<file path="config.mk">
export PLATFORM = sky130hd
export DESIGN_NAME = filt_out_fifo
export DESIGN_NICKNAME = d
export VERILOG_FILES = /design/src/rtl/filt_out_fifo.sv
export SDC_FILE = /design/constraint.sdc
export NUM_CORES = 1
export LEC_CHECK = 0
export CAP_MARGIN = 20
export CORE_ASPECT_RATIO = 0.6
export CORE_MARGIN = 2
export CORE_UTILIZATION = 59
export DETAILED_ROUTE_END_ITERATION = 8
export HOLD_SLACK_MARGIN = 0.08
export PLACE_DENSITY_LB_ADDON = 0.05
export SKIP_CTS_REPAIR_TIMING = 1
export SYNTH_ARGS = -nofsm -noshare
export SYNTH_HDL_FRONTEND = slang
export SYNTH_SLANG_ARGS = --single-unit
</file>
<file path="constraint.sdc">
create_clock -name clk -period 5.45 [get_ports clk]
set_input_delay 0.545 -clock clk [delete_from_list [all_inputs] [get_ports clk]]
set_output_delay 0.545 -clock clk [all_outputs]
set_load 0.1 [all_outputs]
</file>
<file path="src/rtl/filt_out_fifo.sv">
// Output buffer behind the FIR filter: captures push strobes into a circular FIFO
// and presents them on a valid/ready port, with sticky drop flagging when full.
module filt_out_fifo #(
    parameter int DATA_W = 16,
    parameter int DEPTH  = 8,
    parameter int ADDR_W = $clog2(DEPTH)
) (
    input  logic              clk,
    input  logic              rst,
    input  logic              push,
    input  logic [DATA_W-1:0] din,
    output logic              m_valid,
    input  logic              m_ready,
    output logic [DATA_W-1:0] m_data,
    output logic [ADDR_W:0]   level,
    output logic              overflow,
    input  logic              clr_ovf
);

    localparam logic [ADDR_W:0] PTR_ONE = {{ADDR_W{1'b0}}, 1'b1};

    logic [DATA_W-1:0] mem [DEPTH];
    logic [ADDR_W:0]   wr_ptr_q, wr_ptr_d;
    logic [ADDR_W:0]   rd_ptr_q, rd_ptr_d;
    logic [DATA_W-1:0] m_data_q, m_data_d;
    logic              ovf_q, ovf_d;
    logic              empty, full, pop, write_en, drop;

    assign empty = (wr_ptr_q == rd_ptr_q);
    assign full  = (wr_ptr_q[ADDR_W-1:0] == rd_ptr_q[ADDR_W-1:0]) &&
                   (wr_ptr_q[ADDR_W] != rd_ptr_q[ADDR_W]);

    always_comb begin
        pop      = ~empty & m_ready;
        write_en = push & (~full | pop);
        drop     = push & full & ~pop;
        wr_ptr_d = write_en ? wr_ptr_q + PTR_ONE : wr_ptr_q;
        rd_ptr_d = pop      ? rd_ptr_q + PTR_ONE : rd_ptr_q;
        // m_data is registered: preload the word the next read pointer will address,
        // bypassing the array when that slot is being written on this same edge.
        if (write_en && (wr_ptr_q[ADDR_W-1:0] == rd_ptr_d[ADDR_W-1:0])) begin
            m_data_d = din;
        end else begin
            m_data_d = mem[rd_ptr_d[ADDR_W-1:0]];
        end
        if (drop) begin
            ovf_d = 1'b1;
        end else if (clr_ovf) begin
            ovf_d = 1'b0;
        end else begin
            ovf_d = ovf_q;
        end
    end

    always_ff @(posedge clk or negedge rst) begin
        if (!rst) begin
            wr_ptr_q <= '0;
            rd_ptr_q <= '0;
            m_data_q <= '0;
            ovf_q    <= 1'b0;
        end else begin
            wr_ptr_q <= wr_ptr_d;
            rd_ptr_q <= rd_ptr_d;
            m_data_q <= m_data_d;
            ovf_q    <= ovf_d;
        end
    end

    // Storage is deliberately left out of reset.
    always_ff @(posedge clk) begin
        if (write_en) begin
            mem[wr_ptr_q[ADDR_W-1:0]] <= din;
        end
    end

    assign m_valid  = ~empty;
    assign m_data   = m_data_q;
    assign level    = wr_ptr_q - rd_ptr_q;
    assign overflow = ovf_q;

endmodule

</file>
Word level (Yosys, flattened, before mapping). Memory sizes are Yosys's and may differ from the RTL's. A register that Yosys moved wholly into a read port is not among the register bits. Index checks and enable logic that the tools add are counted.

Bits in registers: 9. RAM bits: 128. Input port bits: 21. Output and inout port bits: 22. Logic and storage cells: 27. Memories kept: 1.

Add/subtract/negate cells: 3. Equality and inequality tests: 3. Mux-type cells: 5. Bitwise operators: 8. Reductions and logical operators: 3.

Memory list: mem (words 8, bits a word 16, read ports 1, clocked after Yosys merged registers in 1, write ports 1, line 22) `logic [DATA_W-1:0] mem [DEPTH];`.

Operators with widths (number): 4-bit by 1-bit adder with 4-bit output, second input constant (2); 1-bit AND (4); 4-bit == test (1); 1-bit two-way mux (4); 4-bit subtractor (1); 3-bit == test (1); 3-bit two-way mux (1); 1-bit inverter (3); 2-bit nonzero test (1); 1-bit logical AND (1); 1-bit zero test (1); 1-bit != test (1); 1-bit OR (1).

Depth between registers and ports, before layout. Gate-level depths: netlist of run 1.

Word-level depth: 7. Gate-level depth with buffers: 13. Depth with buffers taken out: 8.

Least setup slack after synthesis of run 1. Ideal clock, no wire load.

Path kind: register -> register. Start point: register rd_ptr_q[1]. End point: memory mem[0][0], enable pin. Setup time: 430 ps. Arrival time: 3450 ps. Data required time: 5020 ps. Path slack: 1570 ps. Cell stages (with the launch flop): 8. Path buffers: 2. Clock period less this slack: 3880 ps. Cell sequence: dfrtp_1 buf_2 clkinv_1 clkbuf_1 ha_1 nand3_1 o31ai_1 nor4_1.

Longest elaborated chain between the ends: 7. Elaborated cells on any way between the ends: 10. Classes of those cells: eq/ne (2); mux (2); bitwise (5); reduce/logical (1).

RTL lines: start, declared (line 24) `logic [ADDR_W:0] rd_ptr_q, rd_ptr_d;`; start signal, assigned (line 63) `rd_ptr_q <= rd_ptr_d;`; 4-bit == test / 3-bit == test (equally long branches) (line 29, 30); 1-bit inverter / 1-bit logical AND (equally long branches) (line 34, 30); 1-bit AND / 1-bit inverter (equally long branches) (line 34, 35); 1-bit OR (*) (line 35) `write_en = push & (~full | pop);`; 1-bit AND (*) (line 35); 1-bit two-way mux (*) (line 71) `if (write_en) begin`; 1-bit two-way mux (not written as such) (*) (line 72) `mem[wr_ptr_q[ADDR_W-1:0]] <= din;`; end, declared (line 22).

Mark *: on every way between the ends. The rest lies on a longest branch, timed or not.

Worst setup path in the final report of run 1.
Start point: register rd_ptr_q[1]. End point: register m_data_q[5], in the netlist m_data[5] (read register of mem).

Longest elaborated chain between the ends: 4. Elaborated cells on any way between the ends: 5. Classes of those cells: add/sub (1); eq/ne (1); mux (1); bitwise (2).

RTL lines: 4-bit == test (line 29) `assign empty = (wr_ptr_q == rd_ptr_q);`; 1-bit inverter (line 34) `pop = ~empty & m_ready;`; 1-bit AND (line 34); 3-bit two-way mux (line 38) `rd_ptr_d = pop ? rd_ptr_q + PTR_ONE : rd_ptr_q;`; via rd_ptr_d[0] (line 24); end, declared (line 25) `logic [DATA_W-1:0] m_data_q, m_data_d;`.

The timed path passes the listed nets, and every way through them passes these cells. A chain may end at the register's enable or synchronous reset.

==> impl_metrics.py, run 1 <==
metrics = {
    "worst_setup_path": {
        "crit_buf_inv": 2,
        "cpMaxStageDelayCell": "or4_1",
        "reg2reg_depth": 9,
        "critPathTopFamily": "simple AND/OR/NAND/NOR gates",
        "r2r_slack_ns": 1.11,
        "path_depth": 9,
        "r2r-end": "m_data[5]",
        "required_ns": 5.74,
        "crit_arrival_ns": 4.63,
        "endpoint_kind": "flop",
        "crit_type": "reg -> reg",
        "crit_path_max_fanout": 50,
        "worstPathCellList": "clkinv_1 > ha_1 > nand3_1 > o21ai_4 > buf_4 > xnor2_2 > xnor2_1 > or4_1 > mux2_4",
        "critPathLaunchType": "flop",
        "timing.rr.start": "rd_ptr_q[1]",
        "max_stage_delay_ns": 1.00,
        "startpoint": "rd_ptr_q[1]",
    },
    "hold_path": {
        "hold_class": "reg -> reg",
        "hold_end": "overflow",
        "min-delay-start": "overflow",
        "hold_depth": 2,
    },
    "layout": {
        "diodes": 0,
        "area_growth_pct": 18.2,
        "fillerInstances": 759,
        "drive_gt1_share_pct": 25.5,
        "multiInputGateArea_um2": 2460,
        "seq_area_um2": 4470,
        "stdcell_count": 659,
        "nets": 514,
        "fin_area_um2": 8360,
    },
    "sta": {
        "setup_viol": 0,
        "rsz0062_at_grt": "false",
        "maxSlewViolCount": 0,
        "tightest_slew_ns": 1.16,
        "finClkSkew_ns": 0.00685,
        "final.min_clock_period_ns": 4.34,
        "tns_ns": 0,
        "final_hold_viol_count": 0,
        "maxSlewHeadroom_pct": 22.4,
        "fin_crit_sh_pct": 79.6,
        "max_freq_mhz": 230,
        "holdWs_ns": 0.523,
    },
    "clock_tree": {
        "cts_tree": "yes",
        "cts_sinks": 153,
        "clock_insertion_delay_worst_skew_ns": 0.41,
        "cts.reportedPaths.clkPinSlew_ns": 0.06,
        "cts_made_buffers": 17,
        "cts_buffer_depth": 2,
        "cts_root_buffer": "clkbuf_16",
        "h-tree-depth": 4,
    },
    "detailed_routing": {
        "antenna_left": 0,
        "routedWlPerCell_um": 24.1,
        "drc": 0,
        "wl_um": 15900,
        "viasPerCell": 6.49,
        "via_count": 4274,
        "first_pass_iters": 5,
        "drt_first_iter_violations": 427,
    },
    "logic_synthesis": {
        "async_flop_share_pct": 16.3,
        "ys_types": 44,
        "yosysWarnings": 0,
        "synth-seq-cells": 153,
        "synthesis.area_um2": 7070,
        "syn_nets": 468,
        "avgSynthCellArea_um2": 16.0,
        "yosysSeqAreaShare_pct": 63.2,
        "synth-main-ff-cell": "edfxtp_1",
        "synth_edf_count": 128,
        "synthCells": 441,
    },
    "status": {
        "outcome": "finished, final reports clean",
    },
    "place": {
        "dp_hpwl_um": 9090,
        "io_buffer_count": 42,
        "place_inst": 628,
        "gp_congestion": 0.782,
        "placed_cell_area_um2": 7710,
    },
    "floorplanning": {
        "die_w_um": 145,
        "fp.dieH_um": 88.8,
        "die_area_um2": 12900,
        "ios": 43,
        "fp.coreArea_um2": 11500,
        "start_util_pct": 61.5,
        "rows": 30,
    },
    "global_route": {
        "grt_pass1_vias": 4463,
        "globalRouteOverflowTotal": 0,
        "grt_max_degree": 51,
        "track_usage_pct": 26.3,
        "grt_antenna_before_repair": 0,
        "grt_pass1_wl_um": 24700,
    },
    "run": {
        "drv_cap": 0,
    },
}
layer usage:
layer / part of all wire, % / vias to the layer above / track usage [%]
met5: 0 / - / 0
met3: 6.9 / 25 / 5.62
met2: 48 / 169 / 42.9
li1: - / 1870 / -
met1: 44 / 2210 / 36.2
met4: 1.5 / 0 / 9.18
sequential cells by signal, summed over array words and instances, names as in the netlist:
register / flops
m_data: 16
mem: 128
overflow: 1
rd_ptr_q: 4
wr_ptr_q: 4
layout make-up:
type / count / area share, %
Clock buffer: 17 / 5.09
Clock inverter: 14 / 2.62
Inverter: 9 / 0.404
Multi-Input combinational cell: 247 / 29.5
Sequential cell: 153 / 53.5
Tap cell: 160 / 2.40
Timing Repair Buffer: 59 / 6.50
Yosys cell counts, types with 2 or more instances:
master    count  area, um^2
edfxtp_1    128        3840
nand2_1      52         195
mux4_2       32         721
dfrtp_1      25         626
mux2_2       22         248
clkbuf_1     20        75.1
mux2i_1      18         180
o211ai_1     16         120
a221o_1      15         150
a221oi_1     15         131
a31oi_1      15        93.8
mux2_4       11         165
xnor2_1       9        78.8
inv_1         8        30.0
nor3_1        6        30.0
buf_1         5        18.8
ha_1          5        62.6
nor2_1        5        18.8
buf_2         4        20.0
o21ai_0       3        15.0
a211oi_1      2        15.0
buf_6         2        22.5
xor2_1        2        17.5
how the worst max path moves through the flow:
stage                end  slack [ns]
2_1_floorplan  mem[0][0]        1.57
3_3_place_gp   m_data[7]        1.34
3_5_place_dp   m_data[5]        1.22
4_1_cts        m_data[5]        1.18
5_1_grt        m_data[5]        0.94
6_report       m_data[5]        1.11
metrics by stage:
step,setup WS [ns],util [%]
detailed placement,1.22,67.2
CTS,1.18,72.8
finish,1.11,72.8
global placement,1.34,67.2
global route,0.944,72.8
floorplan,1.57,-
cells in the final DEF, fill, tap and decap left out, types with 3 or more instances in the layout:
| cell type | Yosys | layout |
|---|---|---|
| a221o_1 | 15 | 15 |
| a221oi_1 | 15 | 15 |
| a31oi_1 | 15 | 15 |
| buf_4 | 0 | 19 |
| bufinv_16 | 0 | 5 |
| clkbuf_16 | 0 | 17 |
| clkdlybuf4s50_1 | 0 | 40 |
| dfrtp_1 | 25 | 24 |
| edfxtp_1 | 128 | 128 |
| ha_1 | 5 | 5 |
| inv_1 | 8 | 8 |
| inv_6 | 0 | 4 |
| mux2_2 | 22 | 22 |
| mux2_4 | 11 | 11 |
| mux2i_1 | 18 | 18 |
| mux4_2 | 32 | 32 |
| nand2_1 | 52 | 52 |
| nor2_1 | 5 | 5 |
| nor3_2 | 0 | 3 |
| o211ai_1 | 16 | 16 |
| o21ai_0 | 3 | 3 |
| xnor2_1 | 9 | 8 |
cells by family after synthesis:
group / synth area share (%)
AOI/OAI and AO/OA: 8.34
xor gates and xnor gates: 1.82
adders and majority gates: 1.17
buffers and inverters: 2.69
DFF: 63.2
muxes: 18.6
and+or+nand+nor: 4.18
worst reg2reg max path, delay by kind of cell (launching register included):
family	cells	cell delay (ns)
AND/OR/NAND/NOR	2	1.24
multiplexers	1	0.50
adder cells (fa/ha/maj)	1	0.57
buffers and inverters	2	1.07
XOR/XNOR	2	0.29
AO/OA/AOI/OAI	1	0.21
flip-flops	1	0.35
Power of run 1 is not shown: default switching activity piles up to over one toggle a cycle in this logic, so the estimate is an artifact.
==> inputs of run 2 (changes only) <==
- CORE_UTILIZATION: 59 -> 54
- clock period: 5.45 -> 3.7 ns (I/O delays scaled with it)
==> run 2 against run 1 <==
Cell area up 0.43%. First-iteration DRC count is 33% lower. Final cell count is 2.7% higher. Critical path depth is the same. Sequential share of layout area fell by 0.23 points. Clock skew increased by 0.0016 ns. Critical path type unchanged. Largest cell class unchanged.
==> impl_metrics.py, run 2 (synthesis results as in run 1) <==
metrics = {
    "place": {
        "gp_congestion": 0.772,
        "io_buffer_count": 42,
        "placed_cell_area_um2": 7790,
        "dp_hpwl_um": 9660,
    },
    "sta": {
        "maxSlewViolCount": 0,
        "final.min_clock_period_ns": 3.22,
        "maxSlewHeadroom_pct": 35.3,
        "finClkSkew_ns": 0.00841,
        "setup_viol": 0,
        "max_freq_mhz": 311,
        "tns_ns": 0,
        "final_hold_viol_count": 0,
        "tightest_slew_ns": 0.968,
        "rsz0062_at_grt": "false",
        "fin_crit_sh_pct": 87.0,
    },
    "detailed_routing": {
        "drc": 0,
        "routedWlPerCell_um": 23.8,
        "wl_um": 16100,
        "first_pass_iters": 5,
        "antenna_left": 0,
        "viasPerCell": 6.28,
        "via_count": 4252,
        "drt_first_iter_violations": 287,
    },
    "global_route": {
        "track_usage_pct": 25.0,
        "globalRouteOverflowTotal": 0,
        "grt_pass1_wl_um": 24900,
        "grt_antenna_before_repair": 0,
        "grt_pass1_vias": 4292,
        "grt_max_degree": 54,
    },
    "layout": {
        "layout_common_cells": "edfxtp_1, nand2_1, clkdlybuf4s50_1, mux4_2, buf_4",
        "fin_area_um2": 8390,
        "largest_reg_flops": 128,
        "multiInputGateArea_um2": 2460,
        "drive_gt1_share_pct": 27.4,
        "layout_commonest_cell": "edfxtp_1",
        "area_growth_pct": 18.7,
        "seq_area_um2": 4470,
        "diodes": 0,
        "nets": 521,
        "fillerInstances": 912,
    },
    "floorplanning": {
        "rows": 32,
        "die_area_um2": 14100,
        "ios": 43,
        "fp.dieH_um": 92.6,
        "start_util_pct": 55.2,
        "fp.coreArea_um2": 12800,
        "die_w_um": 152,
    },
    "clock_tree": {
        "cts_buffer_depth": 2,
        "h-tree-depth": 4,
        "clock_insertion_delay_worst_skew_ns": 0.42,
        "cts_root_buffer": "clkbuf_16",
        "cts_tree": "yes",
        "cts_made_buffers": 17,
        "cts.reportedPaths.clkPinSlew_ns": 0.06,
        "cts_sinks": 153,
    },
    "hold_path": {
        "hold_class": "in -> async",
    },
    "worst_setup_path": {
        "crit_path_max_fanout": 48,
        "crit_arrival_ns": 3.52,
        "required_ns": 4.00,
        "reg2reg_depth": 9,
        "endpoint_kind": "flop",
        "critPathLaunchType": "flop",
        "crit_type": "reg -> reg",
    },
    "run": {
        "drv_cap": 0,
    },
    "status": {
        "outcome": "finished, final reports clean",
    },
}
## run 2: cell types whose count changed in the layout (fill, tap and decap cells not counted), moves of 2 or more
cell             before  now
inv_6                 4    6
clkinv_4              2    0
clkdlybuf4s50_1      40   37
buf_4                19   27
bufinv_16             5    2
inv_8                 0    2
buf_12                0    2
## run 2: path summary, 6_finish.rpt
path | from | endpoint | slack [ns]
max | wr_ptr_q[0] | m_data[3] | 0.48
min | rst | m_data[0] | 0.34
max reg2reg | wr_ptr_q[0] | m_data[3] | 0.48
min reg2reg | overflow | overflow | 0.52
max in group asynchronous | rst | rd_ptr_q[0] | 3.03
min in group clk | clr_ovf | overflow | 0.51
## run 2: stage by stage
stage | instances | setup slack (ns) | hold slack, ns | util (%)
CTS | 676 | 0.512 | 0.351 | 65.5
global route | 677 | 0.256 | 0.370 | 65.5
detailed placement | 644 | 0.524 | 0.529 | 60.8
floorplan | 441 | 0.0543 | 0.0744 | -
global placement | 644 | 0.559 | 0.513 | 60.8
finish | 677 | 0.483 | 0.343 | 65.5
## run 2: cell type report
| class | instances | share of cell area (%) |
|---|---|---|
| inverters | 9 | 0.402 |
| repair buffers | 66 | 7.30 |
| flip-flops and latches | 153 | 53.3 |
| well taps | 170 | 2.53 |
| clock buffers | 18 | 5.23 |
| multi-input cells | 247 | 29.3 |
| clock inverters | 14 | 1.91 |
## run 2: layer usage
layer  GRT usage [%]  vias to the layer above  wire, um
li1                -                     1884         -
met1            35.8                     2203      7230
met2            38.9                      149      7630
met3            5.47                       16      1120
met4            7.18                        0       156
met5               0                        -         0
## run 2: critical path, cell delays in order (launching register included)
cell	delay [ns]
dfrtp_1	0.52
inv_1	0.15
ha_1	0.33
nand3_1	0.27
o21ai_4	0.28
buf_4	0.50
o211ai_1	0.19
a221oi_1	0.48
a31oi_1	0.08
mux2_2	0.29
Power of run 2 is left out for the same reason.
==> inputs of run 3 (changes only) <==
- CORE_MARGIN: 2 -> not set
- CORE_UTILIZATION: 54 -> 59
- clock period: 3.7 -> 3.6 ns (I/O delays scaled with it)
==> run 3 against run 2 <==
Hold slack got worse by 0.017 ns. First-iteration DRC count increased by 25%. Setup slack lost 0.11 ns. Register-to-register slack worse by 0.11 ns. Wire length is 3.8% lower. Die area down 11%. Maximum frequency down 0.42%. Largest cell class unchanged.
==> impl_metrics.py, run 3 (synthesis results as in run 1) <==
metrics = {
    "global_route": {
        "globalRouteOverflowTotal": 0,
        "grt_antenna_before_repair": 0,
        "grt_pass1_vias": 4351,
        "track_usage_pct": 27.9,
        "grt_pass1_wl_um": 24500,
        "grt_max_degree": 49,
    },
    "layout": {
        "diodes": 0,
        "nets": 522,
        "drive_gt1_share_pct": 26.8,
        "layout_common_cells": "edfxtp_1, nand2_1, clkdlybuf4s50_1, mux4_2, buf_4",
        "area_growth_pct": 18.0,
        "layout_commonest_cell": "edfxtp_1",
        "largest_reg_flops": 128,
    },
    "worst_setup_path": {
        "crit_buf_inv": 2,
        "critPathTopFamily": "compound AO/OA/AOI/OAI gates",
        "cpMaxStageDelayCell": "dfrtp_1",
        "required_ns": 3.91,
        "crit_path_max_fanout": 48,
        "worstPathCellList": "inv_1 > ha_1 > nand3_1 > o21ai_4 > buf_4 > o211ai_1 > a221oi_1 > a31oi_1 > mux2_2",
        "endpoint_kind": "flop",
        "critPathLaunchType": "flop",
        "startpoint": "wr_ptr_q[0]",
        "r2r_slack_ns": 0.37,
        "max_stage_delay_ns": 0.53,
        "timing.rr.start": "wr_ptr_q[0]",
        "crit_arrival_ns": 3.54,
        "r2r-end": "m_data[3]",
        "path_depth": 9,
        "crit_type": "reg -> reg",
        "reg2reg_depth": 9,
    },
    "clock_tree": {
        "cts_buffer_depth": 2,
        "cts_made_buffers": 17,
        "cts_tree": "yes",
        "h-tree-depth": 4,
        "cts.reportedPaths.clkPinSlew_ns": 0.07,
        "cts_root_buffer": "clkbuf_16",
        "cts_sinks": 153,
        "clock_insertion_delay_worst_skew_ns": 0.42,
    },
    "detailed_routing": {
        "drc": 0,
        "wl_um": 15500,
        "first_pass_iters": 5,
        "drt_first_iter_violations": 360,
        "viasPerCell": 6.27,
        "via_count": 4191,
        "antenna_left": 0,
        "routedWlPerCell_um": 23.2,
    },
    "sta": {
        "finClkSkew_ns": 0.0125,
        "rsz0062_at_grt": "false",
        "final_hold_viol_count": 0,
        "maxSlewViolCount": 0,
        "maxSlewHeadroom_pct": 34.7,
        "max_freq_mhz": 309,
        "setup_viol": 0,
        "tightest_slew_ns": 0.977,
        "tns_ns": 0,
        "final.min_clock_period_ns": 3.23,
        "fin_crit_sh_pct": 89.8,
    },
    "place": {
        "io_buffer_count": 42,
        "dp_hpwl_um": 9180,
        "gp_congestion": 0.771,
    },
    "floorplanning": {
        "fp.coreArea_um2": 11500,
        "rows": 30,
        "die_w_um": 143,
        "die_area_um2": 12400,
        "ios": 43,
        "start_util_pct": 61.5,
        "fp.dieH_um": 86.8,
    },
    "run": {
        "drv_cap": 0,
    },
    "status": {
        "outcome": "finished, final reports clean",
    },
    "hold_path": {
        "hold_class": "in -> async",
    },
}
-- run 3: through the flow --
step	setup slack [ns]	utilization, %	hold WS [ns]	instance area, um^2	cells
floorplan	0.0438	-	0.0644	7080	441
global placement	0.569	67.8	0.510	7790	636
detailed placement	0.490	67.8	0.524	7790	636
CTS	0.462	72.6	0.337	8340	668
global route	0.172	72.6	0.358	8340	668
finish	0.369	72.6	0.326	8340	668
-- run 3: worst max-delay path by stage --
| stage | to | slack (ns) |
|---|---|---|
| CTS | m_data[6] | 0.46 |
| floorplan | level[3] | 0.04 |
| global route | m_data[3] | 0.17 |
| finish | m_data[3] | 0.37 |
| global placement | m_data[8] | 0.57 |
| detailed placement | m_data[6] | 0.49 |
-- run 3: cell type report --
type	count	area, um^2
sequential	153	4470
fill	758	3140
multi-input combinational	247	2460
timing repair buffer	67	621
clock buffer	18	429
tap	160	200
clock inverter	14	125
inverter	9	33.8
-- run 3: layer usage --
layer  share of wire (%)  vias to the layer above  routed length, um  global-route usage, %
met1                  44                     2136               6840                   39.0
met2                  46                      159               7150                   42.0
met5                   0                        -                  0                      0
met4                 1.5                        0                240                   8.99
li1                    -                     1880                  -                      -
met3                 8.4                       16               1300                   9.06
-- run 3: worst register-to-register path, delay by kind of cell (launching register included) --
kind            cells  cell delay [ns]
compound gates      4             1.04
buf+inv             2             0.66
flops               1             0.53
fa+ha+maj           1             0.33
simple gates        1             0.29
mux                 1             0.28
Power of run 3 is left out for the same reason.
